--- src/rtl/nibble_acc_pkg.sv ---
// rtl/nibble_acc_pkg.sv - shared types and constants for the nibble accumulator
package nibble_acc_pkg;

  localparam int unsigned NIBBLE_W = 4;
  localparam logic [NIBBLE_W-1:0] NIBBLE_MAX = 4'hF;

  typedef enum logic [1:0] {
    IDLE  = 2'd0,
    ACCUM = 2'd1,
    HOLD  = 2'd2
  } state_t;

endpackage

--- src/rtl/nibble_accumulator_module_if.sv ---
// rtl/nibble_accumulator_module_if.sv - input beat and result handshake bundle
interface nibble_accumulator_module_if;
  import nibble_acc_pkg::*;

  logic                in_valid;
  logic                in_ready;
  logic [NIBBLE_W-1:0] in_data;
  logic                out_valid;
  logic                out_ready;
  logic [NIBBLE_W-1:0] sum;
  logic                cout;

  // Producer of beats and consumer of results.
  modport master (
    output in_valid,
    output in_data,
    output out_ready,
    input  in_ready,
    input  out_valid,
    input  sum,
    input  cout
  );

  // The accumulator itself.
  modport slave (
    input  in_valid,
    input  in_data,
    input  out_ready,
    output in_ready,
    output out_valid,
    output sum,
    output cout
  );

endinterface

--- src/rtl/four_bit_full_adder_module.sv ---
// rtl/four_bit_full_adder_module.sv - 4-bit ripple-carry adder with carry in/out
module four_bit_full_adder_module (
  input  logic [3:0] a,
  input  logic [3:0] b,
  input  logic       cin,
  output logic [3:0] sum,
  output logic       cout
);

  logic [4:0] carry;

  assign carry[0] = cin;

  // One full-adder cell per bit, carry rippling from bit 0 upward.
  for (genvar i = 0; i < 4; i++) begin : g_bit
    assign sum[i]     = a[i] ^ b[i] ^ carry[i];
    assign carry[i+1] = (a[i] & b[i]) | (carry[i] & (a[i] ^ b[i]));
  end

  assign cout = carry[4];

endmodule

--- src/rtl/nibble_accumulator_module.sv ---
// rtl/nibble_accumulator_module.sv - sums BURST_LEN nibble beats; NIBBLE_ACC_SATURATE_EN selects saturating sum
module nibble_accumulator_module
  import nibble_acc_pkg::*;
#(
  parameter int unsigned BURST_LEN = 4
) (
  input  logic                        clk,
  input  logic                        rst,
  nibble_accumulator_module_if.slave  bus
);

  localparam logic [3:0] BURST_LEN_C = 4'(BURST_LEN);

  state_t              state;
  logic [NIBBLE_W-1:0] acc;
  logic                ovf;
  logic [3:0]          cnt;
  logic [3:0]          cnt_next;
  logic [NIBBLE_W-1:0] add_sum;
  logic                add_carry;
  logic [NIBBLE_W-1:0] acc_next;
  logic                ovf_next;
  logic                beat;
  logic                out_valid_q;
  logic [NIBBLE_W-1:0] sum_q;
  logic                cout_q;

  // Ready depends on state alone so upstream never sees a combinational loop.
  assign bus.in_ready = (state != HOLD);
  assign beat         = bus.in_valid && bus.in_ready;

  four_bit_full_adder_module u_adder (
    .a    (acc),
    .b    (bus.in_data),
    .cin  (1'b0),
    .sum  (add_sum),
    .cout (add_carry)
  );

  assign cnt_next = cnt + 4'd1;
  assign ovf_next = ovf | add_carry;

`ifdef NIBBLE_ACC_SATURATE_EN
  // Once any carry has happened in this burst the sum is pinned at full scale.
  assign acc_next = ovf_next ? NIBBLE_MAX : add_sum;
`else
  assign acc_next = add_sum;
`endif

  // Burst FSM: counts accepted beats, then holds the result until taken.
  always_ff @(posedge clk) begin
    if (rst) begin
      state       <= IDLE;
      acc         <= '0;
      ovf         <= 1'b0;
      cnt         <= '0;
      out_valid_q <= 1'b0;
      sum_q       <= '0;
      cout_q      <= 1'b0;
    end else begin
      case (state)
        IDLE, ACCUM: begin
          if (beat) begin
            acc <= acc_next;
            ovf <= ovf_next;
            cnt <= cnt_next;
            if (cnt_next == BURST_LEN_C) begin
              state       <= HOLD;
              out_valid_q <= 1'b1;
              sum_q       <= acc_next;
              cout_q      <= ovf_next;
            end else begin
              state <= ACCUM;
            end
          end
        end
        HOLD: begin
          if (bus.out_ready) begin
            state       <= IDLE;
            acc         <= '0;
            ovf         <= 1'b0;
            cnt         <= '0;
            out_valid_q <= 1'b0;
            sum_q       <= '0;
            cout_q      <= 1'b0;
          end
        end
        default: begin
          state       <= IDLE;
          acc         <= '0;
          ovf         <= 1'b0;
          cnt         <= '0;
          out_valid_q <= 1'b0;
          sum_q       <= '0;
          cout_q      <= 1'b0;
        end
      endcase
    end
  end

  assign bus.out_valid = out_valid_q;
  assign bus.sum       = sum_q;
  assign bus.cout      = cout_q;

endmodule

--- src/flat_wrapper.sv ---
// flat-port wrapper written by rule: the top's interface ports become plain ports
module nibble_accumulator_module_flat import nibble_acc_pkg::*;
#(
  parameter int unsigned BURST_LEN = 4
)
  (clk, rst, bus_in_valid, bus_in_data, bus_out_ready, bus_in_ready, bus_out_valid, bus_sum, bus_cout);
  nibble_accumulator_module_if bus_i ();
  input  logic clk;
  input  logic rst;
  input wire logic [$bits(bus_i.in_valid)-1:0] bus_in_valid;
  input wire logic [$bits(bus_i.in_data)-1:0] bus_in_data;
  input wire logic [$bits(bus_i.out_ready)-1:0] bus_out_ready;
  output wire logic [$bits(bus_i.in_ready)-1:0] bus_in_ready;
  output wire logic [$bits(bus_i.out_valid)-1:0] bus_out_valid;
  output wire logic [$bits(bus_i.sum)-1:0] bus_sum;
  output wire logic [$bits(bus_i.cout)-1:0] bus_cout;
  assign bus_i.in_valid = bus_in_valid;
  assign bus_i.in_data = bus_in_data;
  assign bus_i.out_ready = bus_out_ready;
  assign bus_in_ready = bus_i.in_ready;
  assign bus_out_valid = bus_i.out_valid;
  assign bus_sum = bus_i.sum;
  assign bus_cout = bus_i.cout;
  nibble_accumulator_module #(.BURST_LEN(BURST_LEN)) u_core (.clk(clk), .rst(rst), .bus(bus_i));
endmodule
--- config.mk ---
export PLATFORM = sky130hd
export DESIGN_NAME = nibble_accumulator_module_flat
export DESIGN_NICKNAME = d
export VERILOG_FILES = /design/src/rtl/nibble_acc_pkg.sv /design/src/rtl/nibble_accumulator_module_if.sv /design/src/rtl/four_bit_full_adder_module.sv /design/src/rtl/nibble_accumulator_module.sv /design/src/flat_wrapper.sv
export SDC_FILE = /design/constraint.sdc
export NUM_CORES = 1
export LEC_CHECK = 0
export ABC_CLOCK_PERIOD_IN_PS = 2700
export BUFFER_PORTS_ARGS = -buffer_cell sky130_fd_sc_hd__buf_2
export CORE_MARGIN = 3
export CORE_UTILIZATION = 40
export CTS_CLUSTER_DIAMETER = 120
export DETAILED_ROUTE_END_ITERATION = 6
export SLEW_MARGIN = 10
export SYNTH_ARGS = -nofsm -noshare
export SYNTH_HDL_FRONTEND = slang
export SYNTH_HIERARCHICAL = 1
export SYNTH_SLANG_ARGS = --single-unit
--- constraint.sdc ---
create_clock -name clk -period 2.7 [get_ports clk]
set_clock_uncertainty 0.15 [all_clocks]
set_input_delay 0.135 -clock clk [delete_from_list [all_inputs] [get_ports clk]]
set_output_delay 0.135 -clock clk [all_outputs]
set_load 0.005 [all_outputs]
* Yosys cells after proc, flatten, opt, wreduce, memory -nomap -nowiden
Index checks and enable logic that the tools add are counted.
** Storage, ports and cells
- Register bits :: 17
- Output and inout port bits :: 7
- Word-level logic and storage cells :: 59
** Cells by class
- Add/sub/neg operators :: 1
- Equal/unequal tests :: 7
- Muxes and demuxes :: 21
- Bitwise gates (word level) :: 18
- Reductions and logical operators :: 5
** Operators by type and width (number)
- $pmux 4 s2 :: 3
- $mux 4 :: 5
- $and 1x1->1 :: 7
- $xor 1x1->1 :: 7
- $mux 1 :: 6
- $mux 2 :: 3
- $pmux 1 s2 :: 3
- $add 4x1->4 const B :: 1
- $eq 4x3->1 const B :: 1
- $ne 2x1->1 const B :: 2
- $ne 2x2->1 const B :: 2
- $or 1x1->1 :: 4
- $pmux 2 s2 :: 1
- $reduce_and 3->1 :: 1
- $eq 2x1->1 const B :: 1
- $eq 2x2->1 const B :: 1
- $logic_not 2->1 :: 1
- $reduce_and 2->1 :: 1
- $reduce_or 2->1 :: 1
- $logic_and 1x1->1 :: 1

* Longest topological paths before layout
Gate-level depths: netlist (run 1).
- Word-level depth :: 11
- Gate-level depth with buffers :: 10
- Gate-level depth less buffers :: 10

* By module
Netlist (run 1), hierarchy kept.
** By module, submodules not included
- nibble_accumulator_module :: instances 1, cells an instance 84, area each 752.0 um2, sequential area each 340.3 um2
- four_bit_full_adder_module :: instances 1, cells an instance 14, area each 117.6 um2, sequential area each 0.0 um2

* Least setup slack after synthesis (run 1)
OpenSTA, ideal clock, no wires.
- Path type :: register -> register
- From :: register u_core.acc[0]
- To :: register u_core.cout_q (netlist: u_core/bus.cout)
- Setup time :: 117 ps
- Arrival time :: 1980 ps
- Required time :: 2433 ps
- Slack :: 453 ps
- Stages on the path, launching flop included :: 11
- Clock period less this slack :: 2247 ps
- Cells stage by stage :: dfxtp_1 fa_1 inv_1 fa_1 inv_1 fa_1 inv_1 fa_1 inv_1 or2_2 a22o_1
** Between the ends
- Longest elaborated chain between the ends :: 11
** Ends and longest elaborated chain
- start: declaration :: RTL line nibble_accumulator_module.sv:15 : logic [NIBBLE_W-1:0] acc;
- start signal: assignment :: RTL line nibble_accumulator_module.sv:64 : acc <= acc_next;
- $and 1x1->1 (2 in series) :: RTL line four_bit_full_adder_module.sv:17 : assign carry[i+1] = (a[i] & b[i]) | (carry[i] & (a[i] ^ b[i]));
- $or 1x1->1 :: RTL line four_bit_full_adder_module.sv:17
- $and 1x1->1 :: RTL line four_bit_full_adder_module.sv:17
- $or 1x1->1 :: RTL line four_bit_full_adder_module.sv:17
- $and 1x1->1 :: RTL line four_bit_full_adder_module.sv:17
- $or 1x1->1 :: RTL line four_bit_full_adder_module.sv:17
- net u_core.add_carry :: RTL line nibble_accumulator_module.sv:20 : logic add_carry;
- $or 1x1->1 :: RTL line nibble_accumulator_module.sv:41 : assign ovf_next = ovf | add_carry;
- $mux 1 :: RTL line nibble_accumulator_module.sv:67 : if (cnt_next == BURST_LEN_C) begin
- $mux 1 :: RTL line nibble_accumulator_module.sv:63 : if (beat) begin
- $pmux 1 s2 :: RTL line nibble_accumulator_module.sv:61 : case (state)
- end signal: assignment :: RTL line nibble_accumulator_module.sv:71 : cout_q <= ovf_next;
- end: declaration :: RTL line nibble_accumulator_module.sv:26 : logic cout_q;
The timed path passes the listed nets, and every way through them passes these cells. The select of a mux whose other input is x is not followed.
A chain may end at the register's enable or synchronous reset.

* Worst setup path in the final report (run 1)
- From :: register u_core.acc[0]
- To :: register u_core.acc[3]
** Between the ends
- Longest elaborated chain between the ends :: 8
** Ends and longest elaborated chain
- $and 1x1->1 (2 in series) :: RTL line four_bit_full_adder_module.sv:17
- $or 1x1->1 :: RTL line four_bit_full_adder_module.sv:17
- $and 1x1->1 :: RTL line four_bit_full_adder_module.sv:17
- $or 1x1->1 :: RTL line four_bit_full_adder_module.sv:17
- $xor 1x1->1 :: RTL line four_bit_full_adder_module.sv:16 : assign sum[i] = a[i] ^ b[i] ^ carry[i];
- net u_core.acc_next[3] :: RTL line nibble_accumulator_module.sv:21 : logic [NIBBLE_W-1:0] acc_next;
- $mux 4 :: RTL line nibble_accumulator_module.sv:63
- $pmux 4 s2 :: RTL line nibble_accumulator_module.sv:61
The timed path passes the listed nets, and every way through them passes these cells. The select of a mux whose other input is x is not followed.

==> reports/qor.csv, run 1 <==
metric;value;unit
power per standard cell area;492;nW/um^2
worst setup path class;reg2reg;
final global-route overflow total;0;
DRC violation count after routing;0;
Leakage Power;0.449;nW
row cnt;16;
family with the most delay on the worst path;adder cells;
share of total power in the clock network;28.4;%
maximum number of pins on one net before global-route repair;15;
result of the run;finished clean;
GR met3 Demand/Resource;3.42;%
height of the chip;52.6;um
worst rel slew slack;56.6;%
average vias per placed instance;4.91;
slew of the pin with the lowest slew margin;0.650;ns
combined buffer and inverter count along the critical path;4;
cell area after technology mapping;870;sq um
CTS tree;built;
post-detailed-route count of antenna-violating nets;0;
Post-Synthesis Mean Instance Area;8.87;sq um
biggest fanout along the worst timing path;2;
growth of design area from synthesis to finish;15.0;%
cell type with the largest total area after synthesis;sky130_fd_sc_hd__dfxtp_1;
switching share of total power;28.4;%
number of distinct library cell variants in the gate-level netlist after synthesis;29;
number of setup violations in the final report;0;
endpoint kind of the worst setup timing path;register;
final-report hold violation count;0;
Setup crit start kind;register;
cell at the root of the clock tree;sky130_fd_sc_hd__clkbuf_4;
number of placed I/O pins;15;
met1 Resource Use GR;19.3;%
DRT Pass-1 Iters;2;
Top Usage Layer GRT;met2;
total number of clock tree sinks;17;
class of the most critical hold timing path;in2reg;
HPWL Detailed;1280;um
placer's final routability congestion estimate;0.779;
clock insertion delay at the later pin of the skew report;0.29;ns
RSZ-0062 raised after global routing;false;
max-cap check violation count;0;
worst setup path startpoint;u_core/acc[0]$_SDFFE_PP0P_;
Initial Utilization;43.4;%
fin crit share;88.1;%
arrival time worst endpoint;2.46;ns
wire length per cell after detailed routing;12.4;um
startpoint of the worst hold path;bus_in_valid;
share of final-layout standard cells stronger than drive strength 1;18.4;%
Max H-tree Level;1;
internal power component;352;uW
origin of the critical flop-to-flop path;u_core/acc[0]$_SDFFE_PP0P_;
maximum resistive drop on vdd;0.000259;V
Worst-path clk slew;0.11;ns
biggest cell delay along the critical path;0.41;ns
first-pass GRT wire length;2960;um
GR Util All Layers;15.0;%
number of buffers on the longest clock path;2;
total of fill cells in the finished design;197;
cell at the slowest stage of the critical path;sky130_fd_sc_hd__fa_1;
number of instances resized during post-cts repair;0;
Post-synth top cells;17 x sky130_fd_sc_hd__dfxtp_1, 13 x sky130_fd_sc_hd__inv_1, 9 x sky130_fd_sc_hd__nand2_1, 9 x sky130_fd_sc_hd__nor2_1, 8 x sky130_fd_sc_hd__a21oi_1;
Seq cells post-synth;17;
predominant post-synthesis flop cell;sky130_fd_sc_hd__dfxtp_1;
cells along the critical path;fa_1 > inv_1 > fa_1 > inv_1 > fa_1 > inv_1 > fa_1 > inv_1 > nand3b_1 > a21oi_1;
portion of total power attributed to combinational logic;16.1;%
Async S/R FF share, synth;0;%
Die Wd;52.6;um
cell count after synthesis;98;
Synth area leaders;sky130_fd_sc_hd__dfxtp_1 39%, sky130_fd_sc_hd__fa_1 9.2%, sky130_fd_sc_hd__inv_1 5.6%, sky130_fd_sc_hd__nand3b_1 5.2%, sky130_fd_sc_hd__a22o_1 5.0%;
aggregate routed wire length;1750;um
highest clock frequency the design can meet;421;MHz
part of the Yosys area used for sequential elements;39.1;%
Post-Syn Nets;112;
Setup TNS Final;0;ns
core footprint;2000;sq um
relative contribution of sequential cells to total power;55.5;%
Inserted Diodes;0;
net switching power of the design;140;uW
routed via count;693;
die outline area;2770;sq um
instance count on the critical path;10;
cell area after placement;962;sq um
Yosys warnings;6;
met2 Resource Use GR;23.3;%
Starting DRT DRC Count;11;
nets@finish;129;
number of stages on the worst hold path;3;
number of buffers added by the clock tree synthesis step;3;
crit path time final;2.38;ns
most frequent cell after synthesis;sky130_fd_sc_hd__dfxtp_1;
vias in the first global route;668;
number of enable flip-flop cells after synthesis;0;
area of all placed cells without fillers;1000;sq um
number of cells traversed by the worst register-to-register path;10;
number of pins exceeding their max-slew limit in the final report;0;
count of input and output buffers;14;
antenna violations before repair;0;
Yosys top cell area share;39.1;%
data required time at the worst endpoint;2.78;ns
[worst reg2reg max path: stages, from the launching register on]
cell and delay (ns):
sky130_fd_sc_hd__dfxtp_1 0.34, sky130_fd_sc_hd__fa_1 0.41, sky130_fd_sc_hd__inv_1 0.07, sky130_fd_sc_hd__fa_1 0.15
sky130_fd_sc_hd__inv_1 0.05, sky130_fd_sc_hd__fa_1 0.36, sky130_fd_sc_hd__inv_1 0.08, sky130_fd_sc_hd__fa_1 0.41
sky130_fd_sc_hd__inv_1 0.09, sky130_fd_sc_hd__nand3b_1 0.08, sky130_fd_sc_hd__a21oi_1 0.15
[state kept, by name, indices dropped and copies added (netlist names)]
| signal | count |
|---|---|
| u_core/bus.cout | 1 |
| u_core/state | 2 |
| u_core/bus.sum | 4 |
| u_core/bus.out_valid | 1 |
| u_core/cnt | 4 |
| u_core/ovf | 1 |
| u_core/acc | 4 |
[power by group through the flow]
stage,Sequential (mW),Clock [mW],Combinational (mW)
2_1_floorplan,0.276,0,0.0570
3_3_place_gp,0.278,0,0.0759
3_5_place_dp,0.278,0,0.0786
4_1_cts,0.273,0.148,0.0799
5_1_grt,0.275,0.155,0.0921
6_report,0.273,0.139,0.0791
[cell type report]
cell class	instances	area [sq um]	area share [%]
multi-input combinational	65	469	46.9
clock inverter	1	5.00	0.501
tap	27	33.8	3.38
timing repair buffer	15	80.1	8.01
sequential	17	340	34.0
inverter	13	48.8	4.88
clock buffer	3	22.5	2.25
[cell families (layout without fill, tap and decap cells)]
| logic type | after synthesis | in the layout | synth area share, % |
|---|---|---|---|
| other cells | 1 | 1 | 0.431 |
| simple gates | 36 | 36 | 23.6 |
| buf+inv | 16 | 32 | 6.91 |
| compound gates | 22 | 22 | 17.8 |
| flops | 17 | 17 | 39.1 |
| fa+ha+maj | 6 | 6 | 12.1 |
[what timing repair did]
action / in CTS / in global routing
buffers inserted: 0 / 0
hold buffers: 1 / 0
endpoints found under the hold margin: 1 / 0
[cells in the final DEF (no fill, tap or decap), types with 4 or more instances in the layout]
master / count
sky130_fd_sc_hd__a21oi_1: 8
sky130_fd_sc_hd__a22o_1: 5
sky130_fd_sc_hd__buf_2: 14
sky130_fd_sc_hd__dfxtp_1: 17
sky130_fd_sc_hd__fa_1: 4
sky130_fd_sc_hd__inv_1: 13
sky130_fd_sc_hd__nand2_1: 9
sky130_fd_sc_hd__nand3b_1: 6
sky130_fd_sc_hd__nor2_1: 9
[path summary, 6_finish.rpt]
path,endpoint,slack [ns]
max,u_core/acc[3]$_SDFFE_PP0P_,0.32
min,u_core/acc[1]$_SDFFE_PP0P_,0.03
max reg2reg,u_core/acc[3]$_SDFFE_PP0P_,0.32
min reg2reg,u_core/acc[1]$_SDFFE_PP0P_,0.32
[metal layers]
| metal | share of wire, % | vias up | wire (um) |
|---|---|---|---|
| met2 | 49 | 6 | 853 |
| met4 | 0 | 0 | 0 |
| met5 | 0 | - | 0 |
| li1 | - | 360 | - |
| met3 | 2.4 | 0 | 42 |
| met1 | 49 | 327 | 856 |
[through the flow]
step                std cells  hold slack, ns  utilization (%)  total power, mW  worst slack [ns]
CTS                       141          0.0233             49.9            0.501             0.332
global placement          136           0.290             48.1            0.354             0.370
finish                    141          0.0318             49.9            0.491             0.322
global route              141          0.0287             49.9            0.522             0.204
detailed placement        136           0.302             48.1            0.357             0.352
floorplan                  98           0.150                -            0.333             0.453
Power figures use the tool's default switching activity.
==> run 2: changes to the inputs <==
--- a/config.mk
+++ b/config.mk
@@ -9,6 +9,7 @@
 export BUFFER_PORTS_ARGS = -buffer_cell sky130_fd_sc_hd__buf_2
 export CORE_MARGIN = 3
 export CORE_UTILIZATION = 40
+export CTS_BUF_LIST = sky130_fd_sc_hd__clkbuf_2
 export CTS_CLUSTER_DIAMETER = 120
 export DETAILED_ROUTE_END_ITERATION = 6
 export SLEW_MARGIN = 10
==> run 2 against run 1 <==
Net effect: sequential share of layout area grew 0.26 points; critical endpoint unchanged; critical path type unchanged; setup slack gained 0.0031 ns; combinational power barely moved; critical path depth is the same.
==> reports/qor.csv, run 2 (synthesis results as in run 1) <==
metric;value;unit;change
Setup TNS Final;0;ns;unchanged
Met2 Routed Length;817;um;-4.2%
arrival time worst endpoint;2.46;ns;about the same
Die Wd;52.6;um;unchanged
height of the chip;52.6;um;unchanged
Worst-path clk slew;0.17;ns;+0.06 ns
final-report hold violation count;0;;unchanged
endpoint kind of the worst setup timing path;register;;
number of pins exceeding their max-slew limit in the final report;0;;unchanged
data required time at the worst endpoint;2.78;ns;about the same
vias in the first global route;670;;+0.30%
GR Util All Layers;14.7;%;-0.24 points
number of setup violations in the final report;0;;unchanged
Final Util;49.6;%;-0.38 points
fin crit share;88.0;%;-0.11 points
DRT Pass-1 Iters;4;;+2
worst setup path class;reg2reg;;
Initial Utilization;43.4;%;unchanged
growth of design area from synthesis to finish;14.1;%;
count of input and output buffers;14;;unchanged
highest clock frequency the design can meet;421;MHz;+0.13%
share of final-layout standard cells stronger than drive strength 1;18.4;%;unchanged
core footprint;2000;sq um;unchanged
crit path time final;2.37;ns;-0.00306 ns
routed length on met3;78;um;+86%
DRC violation count after routing;0;;unchanged
routed via count;689;;-0.58%
most common library cell in the layout ignoring fill and taps;sky130_fd_sc_hd__dfxtp_1;;
area of the multi-input gates;469;sq um;unchanged
number of placed I/O pins;15;;unchanged
post-detailed-route count of antenna-violating nets;0;;unchanged
Leakage Power;0.447;nW;-0.30%
result of the run;finished clean;;
biggest fanout along the worst timing path;2;;unchanged
total of fill cells in the finished design;198;;+0.51%
Starting DRT DRC Count;13;;+2
number of buffers on the longest clock path;2;;unchanged
worst rel slew slack;57.1;%;+0.43 points
aggregate routed wire length;1740;um;-0.97%
final global-route overflow total;0;;unchanged
Setup crit start kind;register;;
number of buffers added by the clock tree synthesis step;3;;unchanged
max-cap check violation count;0;;unchanged
row cnt;16;;unchanged
clock insertion delay at the later pin of the skew report;0.29;ns;about the same
leading cell types in the layout, fill and taps excluded;17 x sky130_fd_sc_hd__dfxtp_1, 14 x sky130_fd_sc_hd__buf_2, 13 x sky130_fd_sc_hd__inv_1;;
register area;340;sq um;unchanged
average vias per placed instance;4.89;;-0.58%
HPWL Detailed;1280;um;unchanged
nets@finish;129;;unchanged
total number of clock tree sinks;17;;unchanged
power per standard cell area;470;nW/um^2;-4.4%
M1 WL;840;um;-1.9%
first-pass GRT wire length;2930;um;-0.95%
maximum number of pins on one net before global-route repair;15;;unchanged
die outline area;2770;sq um;unchanged
placer's final routability congestion estimate;0.779;;unchanged
wire length per cell after detailed routing;12.3;um;-0.97%
maximum resistive drop on vdd;0.000301;V;+16%
slew of the pin with the lowest slew margin;0.644;ns;-0.00642 ns
antenna violations before repair;0;;unchanged
Max H-tree Level;1;;unchanged
RSZ-0062 raised after global routing;false;;
Inserted Diodes;0;;unchanged
uppermost layer routed;met3;;
cell at the root of the clock tree;sky130_fd_sc_hd__clkbuf_2;;
class of the most critical hold timing path;in2reg;;
CTS tree;built;;
## run 2: final timing paths
path	start	endpoint	slack, ns	depth (start not counted)
setup / recovery	u_core/acc[0]$_SDFFE_PP0P_	u_core/acc[3]$_SDFFE_PP0P_	0.33	10
hold / removal	bus_in_valid	u_core/acc[1]$_SDFFE_PP0P_	0.02	3
setup reg to reg	u_core/acc[0]$_SDFFE_PP0P_	u_core/acc[3]$_SDFFE_PP0P_	0.33	10
hold reg to reg	u_core/acc[1]$_SDFFE_PP0P_	u_core/acc[1]$_SDFFE_PP0P_	0.32	2
## run 2: critical path: stages, from the launching register on
cell and delay, ns:
sky130_fd_sc_hd__dfxtp_1 0.36, sky130_fd_sc_hd__fa_1 0.41, sky130_fd_sc_hd__inv_1 0.07, sky130_fd_sc_hd__fa_1 0.15
sky130_fd_sc_hd__inv_1 0.05, sky130_fd_sc_hd__fa_1 0.35, sky130_fd_sc_hd__inv_1 0.07, sky130_fd_sc_hd__fa_1 0.40
sky130_fd_sc_hd__inv_1 0.09, sky130_fd_sc_hd__nand3b_1 0.08, sky130_fd_sc_hd__a21oi_1 0.15
## run 2: layout make-up
| cell class | instances | share of cell area (%) |
|---|---|---|
| well taps | 27 | 3.40 |
| multi-input cells | 65 | 47.3 |
| flip-flops and latches | 17 | 34.3 |
| clock inverters | 1 | 0.504 |
| inverters | 13 | 4.92 |
| repair buffers | 15 | 8.07 |
| clock buffers | 3 | 1.51 |
## run 2: per-layer routing
layer | vias to the layer above | global-route usage [%]
met5 | - | 0
met4 | 0 | 5.96
met3 | 0 | 3.42
met2 | 14 | 23.3
met1 | 313 | 19.1
li1 | 362 | -
## run 2: timing repair
item | CTS | global route
setup buffers | 0 | 0
gates resized for setup | 0 | 0
hold buffers | 1 | 0
hold endpoints to repair | 1 | 0
## run 2: power by group
group          total, mW  internal, mW  switching (mW)
logic             0.0789        0.0337          0.0452
registers          0.273         0.264         0.00965
clock network      0.114        0.0336          0.0804
total              0.466         0.331           0.135
## run 2: stage by stage
stage               instance area (sq um)  instances  worst slack (ns)  total power, mW  hold slack (ns)
finish                                992        141             0.325            0.466           0.0242
global route                          992        141             0.198            0.498          0.00356
CTS                                   992        141             0.320            0.476          0.00537
detailed placement                    962        136             0.352            0.357            0.302
global placement                      962        136             0.370            0.354            0.290
floorplan                             870         98             0.453            0.333            0.150
